**config.mk**
```make
export PLATFORM = sky130hd
export DESIGN_NAME = multicycle_alu
export DESIGN_NICKNAME = d
export VERILOG_FILES = /design/src/rtl/multicycle_alu.sv
export SDC_FILE = /design/constraint.sdc
export NUM_CORES = 1
export LEC_CHECK = 0
export CAP_MARGIN = 20
export CORE_MARGIN = 10
export CORE_UTILIZATION = 55
export DETAILED_ROUTE_END_ITERATION = 6
export DONT_BUFFER_PORTS = 1
export GPL_ROUTABILITY_DRIVEN = 0
export GPL_TIMING_DRIVEN = 0
export PLACE_DENSITY_LB_ADDON = 0.3
export SLEW_MARGIN = 20
export SYNTH_ARGS = -nofsm -noshare
export SYNTH_HDL_FRONTEND = slang
export SYNTH_SLANG_ARGS = --single-unit
```
**constraint.sdc**
```tcl
create_clock -name Clk -period 2.8 [get_ports Clk]
set_input_delay 0.84 -clock Clk [delete_from_list [all_inputs] [get_ports Clk]]
set_output_delay 0.84 -clock Clk [all_outputs]
set_load 0.01 [all_outputs]
```
**src/rtl/multicycle_alu.sv**
```systemverilog
// Iterative execute-stage ALU: single-cycle logic/arith, bit-serial shifts, shift-add MUL.
// Optional multiplier datapath enabled by defining ALU_MUL_EN.
module multicycle_alu #(
    parameter int unsigned WIDTH = 8
) (
    input  logic             Clk,
    input  logic             Rst_n,
    input  logic             Start,
    input  logic [2:0]       Op,
    input  logic [WIDTH-1:0] OperandA,
    input  logic [WIDTH-1:0] OperandB,
    output logic             Busy,
    output logic             Done,
    output logic [WIDTH-1:0] Result,
    output logic [1:0]       ALUFlags,
    output logic             FlagsWrEn
);

    localparam int unsigned SW = $clog2(WIDTH);
    localparam int unsigned CW = SW + 1;

    localparam logic [2:0] OP_ADD = 3'b000;
    localparam logic [2:0] OP_SUB = 3'b001;
    localparam logic [2:0] OP_AND = 3'b010;
    localparam logic [2:0] OP_OR  = 3'b011;
    localparam logic [2:0] OP_XOR = 3'b100;
    localparam logic [2:0] OP_SHL = 3'b101;
    localparam logic [2:0] OP_SHR = 3'b110;
    localparam logic [2:0] OP_MUL = 3'b111;

    typedef enum logic [1:0] {
        S_IDLE = 2'd0,
        S_EXEC = 2'd1,
        S_DONE = 2'd2
    } state_t;

    state_t           state_q;
    logic [2:0]       op_q;
    logic [WIDTH-1:0] a_q;
    logic [WIDTH-1:0] b_q;
    logic [WIDTH-1:0] lo_q;     // shift register for SHL/SHR, product low half for MUL
    logic [CW-1:0]    cnt_q;    // remaining iterations
    logic             cy_q;     // last bit shifted out
`ifdef ALU_MUL_EN
    logic [WIDTH-1:0] hi_q;     // product high half
    logic [WIDTH:0]   mul_sum;
`endif

    logic [WIDTH:0]   add_full;
    logic [WIDTH-1:0] fin_result;
    logic             fin_carry;
    logic             fin_wr;

    assign add_full = {1'b0, a_q} + {1'b0, b_q};

`ifdef ALU_MUL_EN
    // One shift-add step: conditionally add A into the high half, then shift right.
    assign mul_sum = {1'b0, hi_q} + (lo_q[0] ? {1'b0, a_q} : {(WIDTH+1){1'b0}});
`endif

    // Final result/flag selection once iterations are exhausted.
    always_comb begin
        fin_result = '0;
        fin_carry  = 1'b0;
        fin_wr     = 1'b1;
        case (op_q)
            OP_ADD: begin
                fin_result = add_full[WIDTH-1:0];
                fin_carry  = add_full[WIDTH];
            end
            OP_SUB: begin
                fin_result = a_q - b_q;
                fin_carry  = (a_q < b_q);
            end
            OP_AND: fin_result = a_q & b_q;
            OP_OR:  fin_result = a_q | b_q;
            OP_XOR: fin_result = a_q ^ b_q;
            OP_SHL, OP_SHR: begin
                fin_result = lo_q;
                fin_carry  = cy_q;
            end
            OP_MUL: begin
`ifdef ALU_MUL_EN
                fin_result = lo_q;
                fin_carry  = |hi_q;
`else
                fin_wr     = 1'b0;
`endif
            end
            default: fin_result = '0;
        endcase
    end

    always_ff @(posedge Clk or negedge Rst_n) begin
        if (!Rst_n) begin
            state_q   <= S_IDLE;
            op_q      <= '0;
            a_q       <= '0;
            b_q       <= '0;
            lo_q      <= '0;
            cnt_q     <= '0;
            cy_q      <= 1'b0;
`ifdef ALU_MUL_EN
            hi_q      <= '0;
`endif
            Busy      <= 1'b0;
            Done      <= 1'b0;
            Result    <= '0;
            ALUFlags  <= 2'b00;
            FlagsWrEn <= 1'b0;
        end else begin
            Done      <= 1'b0;
            FlagsWrEn <= 1'b0;
            case (state_q)
                S_IDLE: begin
                    if (Start) begin
                        op_q    <= Op;
                        a_q     <= OperandA;
                        b_q     <= OperandB;
                        cy_q    <= 1'b0;
                        lo_q    <= OperandA;
                        cnt_q   <= '0;
                        Busy    <= 1'b1;
                        state_q <= S_EXEC;
                        if (Op == OP_SHL || Op == OP_SHR) begin
                            cnt_q <= CW'(OperandB[SW-1:0]);
                        end
`ifdef ALU_MUL_EN
                        if (Op == OP_MUL) begin
                            cnt_q <= CW'(WIDTH);
                            hi_q  <= '0;
                            lo_q  <= OperandB;
                        end
`endif
                    end
                end
                S_EXEC: begin
                    if (cnt_q != '0) begin
                        cnt_q <= cnt_q - CW'(1);
                        case (op_q)
                            OP_SHL: begin
                                cy_q <= lo_q[WIDTH-1];
                                lo_q <= {lo_q[WIDTH-2:0], 1'b0};
                            end
                            OP_SHR: begin
                                cy_q <= lo_q[0];
                                lo_q <= {1'b0, lo_q[WIDTH-1:1]};
                            end
`ifdef ALU_MUL_EN
                            OP_MUL: {hi_q, lo_q} <= {mul_sum, lo_q[WIDTH-1:1]};
`endif
                            default: ;
                        endcase
                    end else begin
                        state_q   <= S_DONE;
                        Done      <= 1'b1;
                        FlagsWrEn <= fin_wr;
                        Result    <= fin_result;
                        if (fin_wr) begin
                            ALUFlags <= {fin_carry, (fin_result == '0)};
                        end
                    end
                end
                S_DONE: begin
                    Busy    <= 1'b0;
                    state_q <= S_IDLE;
                end
                default: begin
                    Busy    <= 1'b0;
                    state_q <= S_IDLE;
                end
            endcase
        end
    end

endmodule

```
## After elaboration in Yosys (flattened, before gate mapping)

Index checks and enable logic that the tools add are counted.

| cells by class | value |
|---|---|
| shift operators | 0 |
| bitwise logic cells | 6 |
| $mul | 0 |
| reduce and logical (&&, ||, !) cells | 14 |
| $lt $le $gt $ge | 1 |
| $add $sub $neg | 3 |
| divide/modulo/power cells | 0 |
| muxes and demuxes | 24 |
| eq/ne operators | 14 |

Operators by type and width:

| operator | count |
|---|---|
| 8-bit one-hot mux with 6 select lines | 1 |
| 8-bit one-hot mux with 2 select lines | 2 |
| 3-bit == test (second input constant) | 6 |
| 8-bit two-way mux | 2 |
| 8-bit by 8-bit adder with 9-bit output | 1 |
| 8-bit AND | 1 |
| 8-bit logical NOT | 1 |
| 8-bit < comparator | 1 |
| 1-bit two-way mux | 8 |
| 4-bit two-way mux | 2 |
| 8-bit bitwise OR | 1 |
| 4-bit one-hot mux with 2 select lines | 1 |
| 2-bit AND reduction | 4 |
| 8-bit subtractor | 1 |
| 8-bit XOR | 1 |
| 3-bit by 2-bit == test with 1-bit output (second input constant) | 2 |
| 2-bit inequality test (second input constant) | 3 |
| 1-bit one-hot mux with 2 select lines | 3 |
| 3-bit AND reduction | 2 |
| 2-bit two-way mux | 2 |
| 2-bit one-hot mux with 2 select lines | 1 |
| 4-bit AND reduction | 1 |
| 4-bit nonzero test | 1 |
| 4-bit by 1-bit subtractor with 4-bit output (second input constant) | 1 |
| 11 further kinds | 13 |

| storage, ports and cells | value |
|---|---|
| bits in writable memories | 0 |
| logic and storage cells | 74 |
| latch bits | 0 |
| bits in registers | 47 |
| memories | 0 |
| bits in read-only memories | 0 |

## Longest topological paths before layout

| logic depth | value |
|---|---|
| word-level depth | 5 |
| gate-level depth with buffers | 10 |

## Worst setup path before layout

Ideal clock, no wire load.

| path | value |
|---|---|
| kind | register -> register |
| start point | register a_q[0] |
| end point | register ALUFlags[0] |
| required time | 2.735 ns |
| setup slack | 0.463 ns |
| library setup time | 0.065 ns |
| clock period less this slack | 2.337 ns |
| data arrival time | 2.272 ns |
| cell stages (with the launch flop) | 10 |
| cell sequence | dfrtp_1 -> inv_1 -> ha_1 -> fa_1 -> inv_1 -> mux4_1 -> o21a_1 -> nand4b_1 -> a211oi_2 -> a31o_1 |

| on the way | value |
|---|---|
| word-level cells in the longest chain between the ends | 3 |
| elaborated cells between the ends (all ways) | 7 |

Ends and longest elaborated chain:

| item | RTL line | text |
|---|---|---|
| start, declared | 39 | `logic [WIDTH-1:0] a_q;` |
| start signal, assigned | 118 | `a_q <= OperandA;` |
| 8-bit subtractor, or another cell as far along | 72 | `fin_result = a_q - b_q;` |
| 8-bit one-hot mux with 6 select lines * | 66 | `case (op_q)` |
| 8-bit logical NOT * | 160 | `ALUFlags <= {fin_carry, (fin_result == '0)};` |
| end signal, assigned | 160 |  |
| end, declared | 15 | `output logic [1:0] ALUFlags,` |

Mark *: on every way between the ends. The rest lies on a longest branch, timed or not.
A chain may end at the register's enable or synchronous reset.

## Worst setup path in the final report

| path | value |
|---|---|
| start point | register a_q[2] |
| end point | register ALUFlags[0] |

The elaborated chain is that of the path after synthesis.

==> impl_metrics.toml <==
[layout]
nets = 439
antennaDiodeCount = 0
nFillCells = 501
synthToLayoutAreaGrowth_pct = 6.40
regArea_mm2 = 0.00118
multi_input_area_mm2 = 0.00195
drive_above_1_share_pct = 9.49

[clocking]
clockBufferDepth = 2
cts_buffers = 5
cts_num_sinks = 47
post_cts_buffers = 0
ctsResizeCount = 0
cts_hold_buffers = 0
cts_max_level = 2
clkTransAtPathRegs_ps = 90
cts_root_buffer = "clkbuf_8"
clk_latency_ps = 310
tritoncts = "yes"

[critical_path]
cp_max_fo = 10
cp-start-kind = "register"
worst-setup-path-type = "reg2reg"
arrival_ps = 2860
cp-end-kind = "register"
r2r_start = "a_q[2]"
critPathRequiredTime_ps = 3060
cp-startpoint = "a_q[2]"
rrSetupSlack_ps = 200

[logic_synthesis]
synth_flop_cell = "dfrtp_1"
ys_warn_count = 0
synth_seq_cells = 47
synth_top_family_by_area = "compound AO/OA/AOI/OAI gates"
yosysMostFrequentCell = "dfrtp_1"
synth_mux_area_share_pct = 9.97
syn_nets = 432
synth-async-reset-ratio_pct = 100
synth_cell_types = 58
syn_inst = 382
synth_compound_area_share_pct = 21.6
synth.area.top_cells = "dfrtp_1 (35%), ha_1 (9.7%), o21ai_0 (6.3%)"
synth.cell_area_mm2 = 0.00336
synth_common_cells = "dfrtp_1 (47), nand2_1 (45), o21ai_0 (42), inv_1 (31), ha_1 (26)"
avgSynthCellArea_um2 = 8.80
synthAdderAreaFrac_pct = 11.2
ys_seq_area_share_pct = 35.0
synth_area_leader_cell = "dfrtp_1"
synth_simple_gate_area_share_pct = 13.3
synth_xor_area_share_pct = 1.82
synth_edf_count = 0
yosys.area.top_type_share_pct = 35.0

[die]
die_w_um = 98.2
num_io_pins = 35
die_h_um = 98.2
core_area_mm2 = 0.00592
die-area_mm2 = 0.00964
row_count = 28
initial_utilization_pct = 56.8

[route]
drtIter0Drc = 239
drt_pass1_iterations = 5
ant_nets = 0
wire_per_inst_um = 18.4
via_count = 2819
wl_mm = 8.54
routed_via_density = 6.06
drc_errors = 0

[run_status]
outcome = "completed"

[sta]
tns_ps = 0
fmax_mhz = 384
worstMarginPinSlew_ps = 568
period_needed_ps = 2600
slew_violations = 0
finalClockSkew_ps = 4.80
min_period_over_period_pct = 92.9
slew_headroom_pct = 62.1
finalSetupViolations = 0
rsz0062_at_grt = "no"
finalHoldViolCount = 0

[placement]
post-dp-hpwl_mm = 6.47
portBuffers = 0

[pwr]
total_power_mw = 5.25
p_leak_nw = 1.64
irDropWorstVdd_v = 0.000956
p_per_area_mw_per_mm2 = 1470

[run]
cap_violations = 0

[global_routing]
grt_first_pass_wirelength_mm = 13.6
grt_pass1_vias = 2771
antenna_found_initial = 0
grt_max_degree = 48
grt.overflow.total = 0
grt_use_total_pct = 16.9

[worst_hold_path]
hp-class = "in2async"
[metrics by stage]
step | instance area [µm²] | utilization (%) | instances | setup slack (ps) | hold WS, ps
6_report | 3580 | 60.4 | 465 | 198 | 211
5_1_grt | 3580 | 60.4 | 465 | 180 | 208
4_1_cts | 3580 | 60.4 | 465 | 254 | 215
3_5_place_dp | 3460 | 58.4 | 457 | 269 | 531
3_3_place_gp | 3460 | 58.4 | 457 | 311 | 511
2_1_floorplan | 3360 | - | 382 | 463 | 488
[registers in the layout, indices dropped and copies added, names as in the netlist]
name	count
FlagsWrEn	1
Result	8
Busy	1
state_q	2
b_q	8
ALUFlags	2
Done	1
op_q	3
a_q	8
cnt_q	4
lo_q	8
cy_q	1
[report_power, final]
part / switching [mW] / leakage, nW / internal [mW]
logic: 1.99 / 0.999 / 1.39
registers: 0.326 / 0.582 / 1.00
clock network: 0.249 / 0.0618 / 0.294
total: 2.56 / 1.64 / 2.69
[per-layer routing]
metal  GRT usage [%]  part of all wire (%)
met2            27.2                    46
met1            20.4                    42
met5               0                     0
met3            6.48                    11
met4            5.51                   1.3
[cell families after synthesis]
logic type      Yosys count
compound gates          115
simple gates             99
buf+inv                  55
flops                    47
mux                      30
fa+ha+maj                29
xor+xnor                  7
[final timing paths]
check | endpoint | cells after the start
max reg2reg | ALUFlags[0] | 10
max in group asynchronous | b_q[5] | 0
min reg2reg | cnt_q[1] | 2
min | Result[5] | 0
min in group Clk | cnt_q[1] | 2
max | ALUFlags[0] | 10
[cell usage in the layout (no fill, tap or decap), types with 8 or more instances in the layout]
cell type,count
a21oi_1,23
o21ai_0,42
nand2_1,45
mux2i_1,17
mux2_2,11
dfrtp_1,47
clkbuf_1,11
nor2_1,21
inv_1,31
ha_1,26
buf_2,8
[worst max-delay path, cell delays in order (launching register included)]
cell and delay [ps]:
dfrtp_1 390, inv_1 70, ha_1 360, buf_2 210
mux2_4 270, nand2_1 60, o21ai_1 60, a221oi_1 520
nand4b_1 220, a211oi_2 230, a31o_1 150
[cell type report]
type | instances | share of cell area [%]
Multi-Input combinational cell | 280 | 54.4
Buffer | 23 | 3.39
Sequential cell | 47 | 32.9
Clock inverter | 2 | 1.08
Clock buffer | 6 | 2.31
Inverter | 32 | 3.36
Tap cell | 75 | 2.62
No activity file was read; power rests on OpenSTA's default activity.
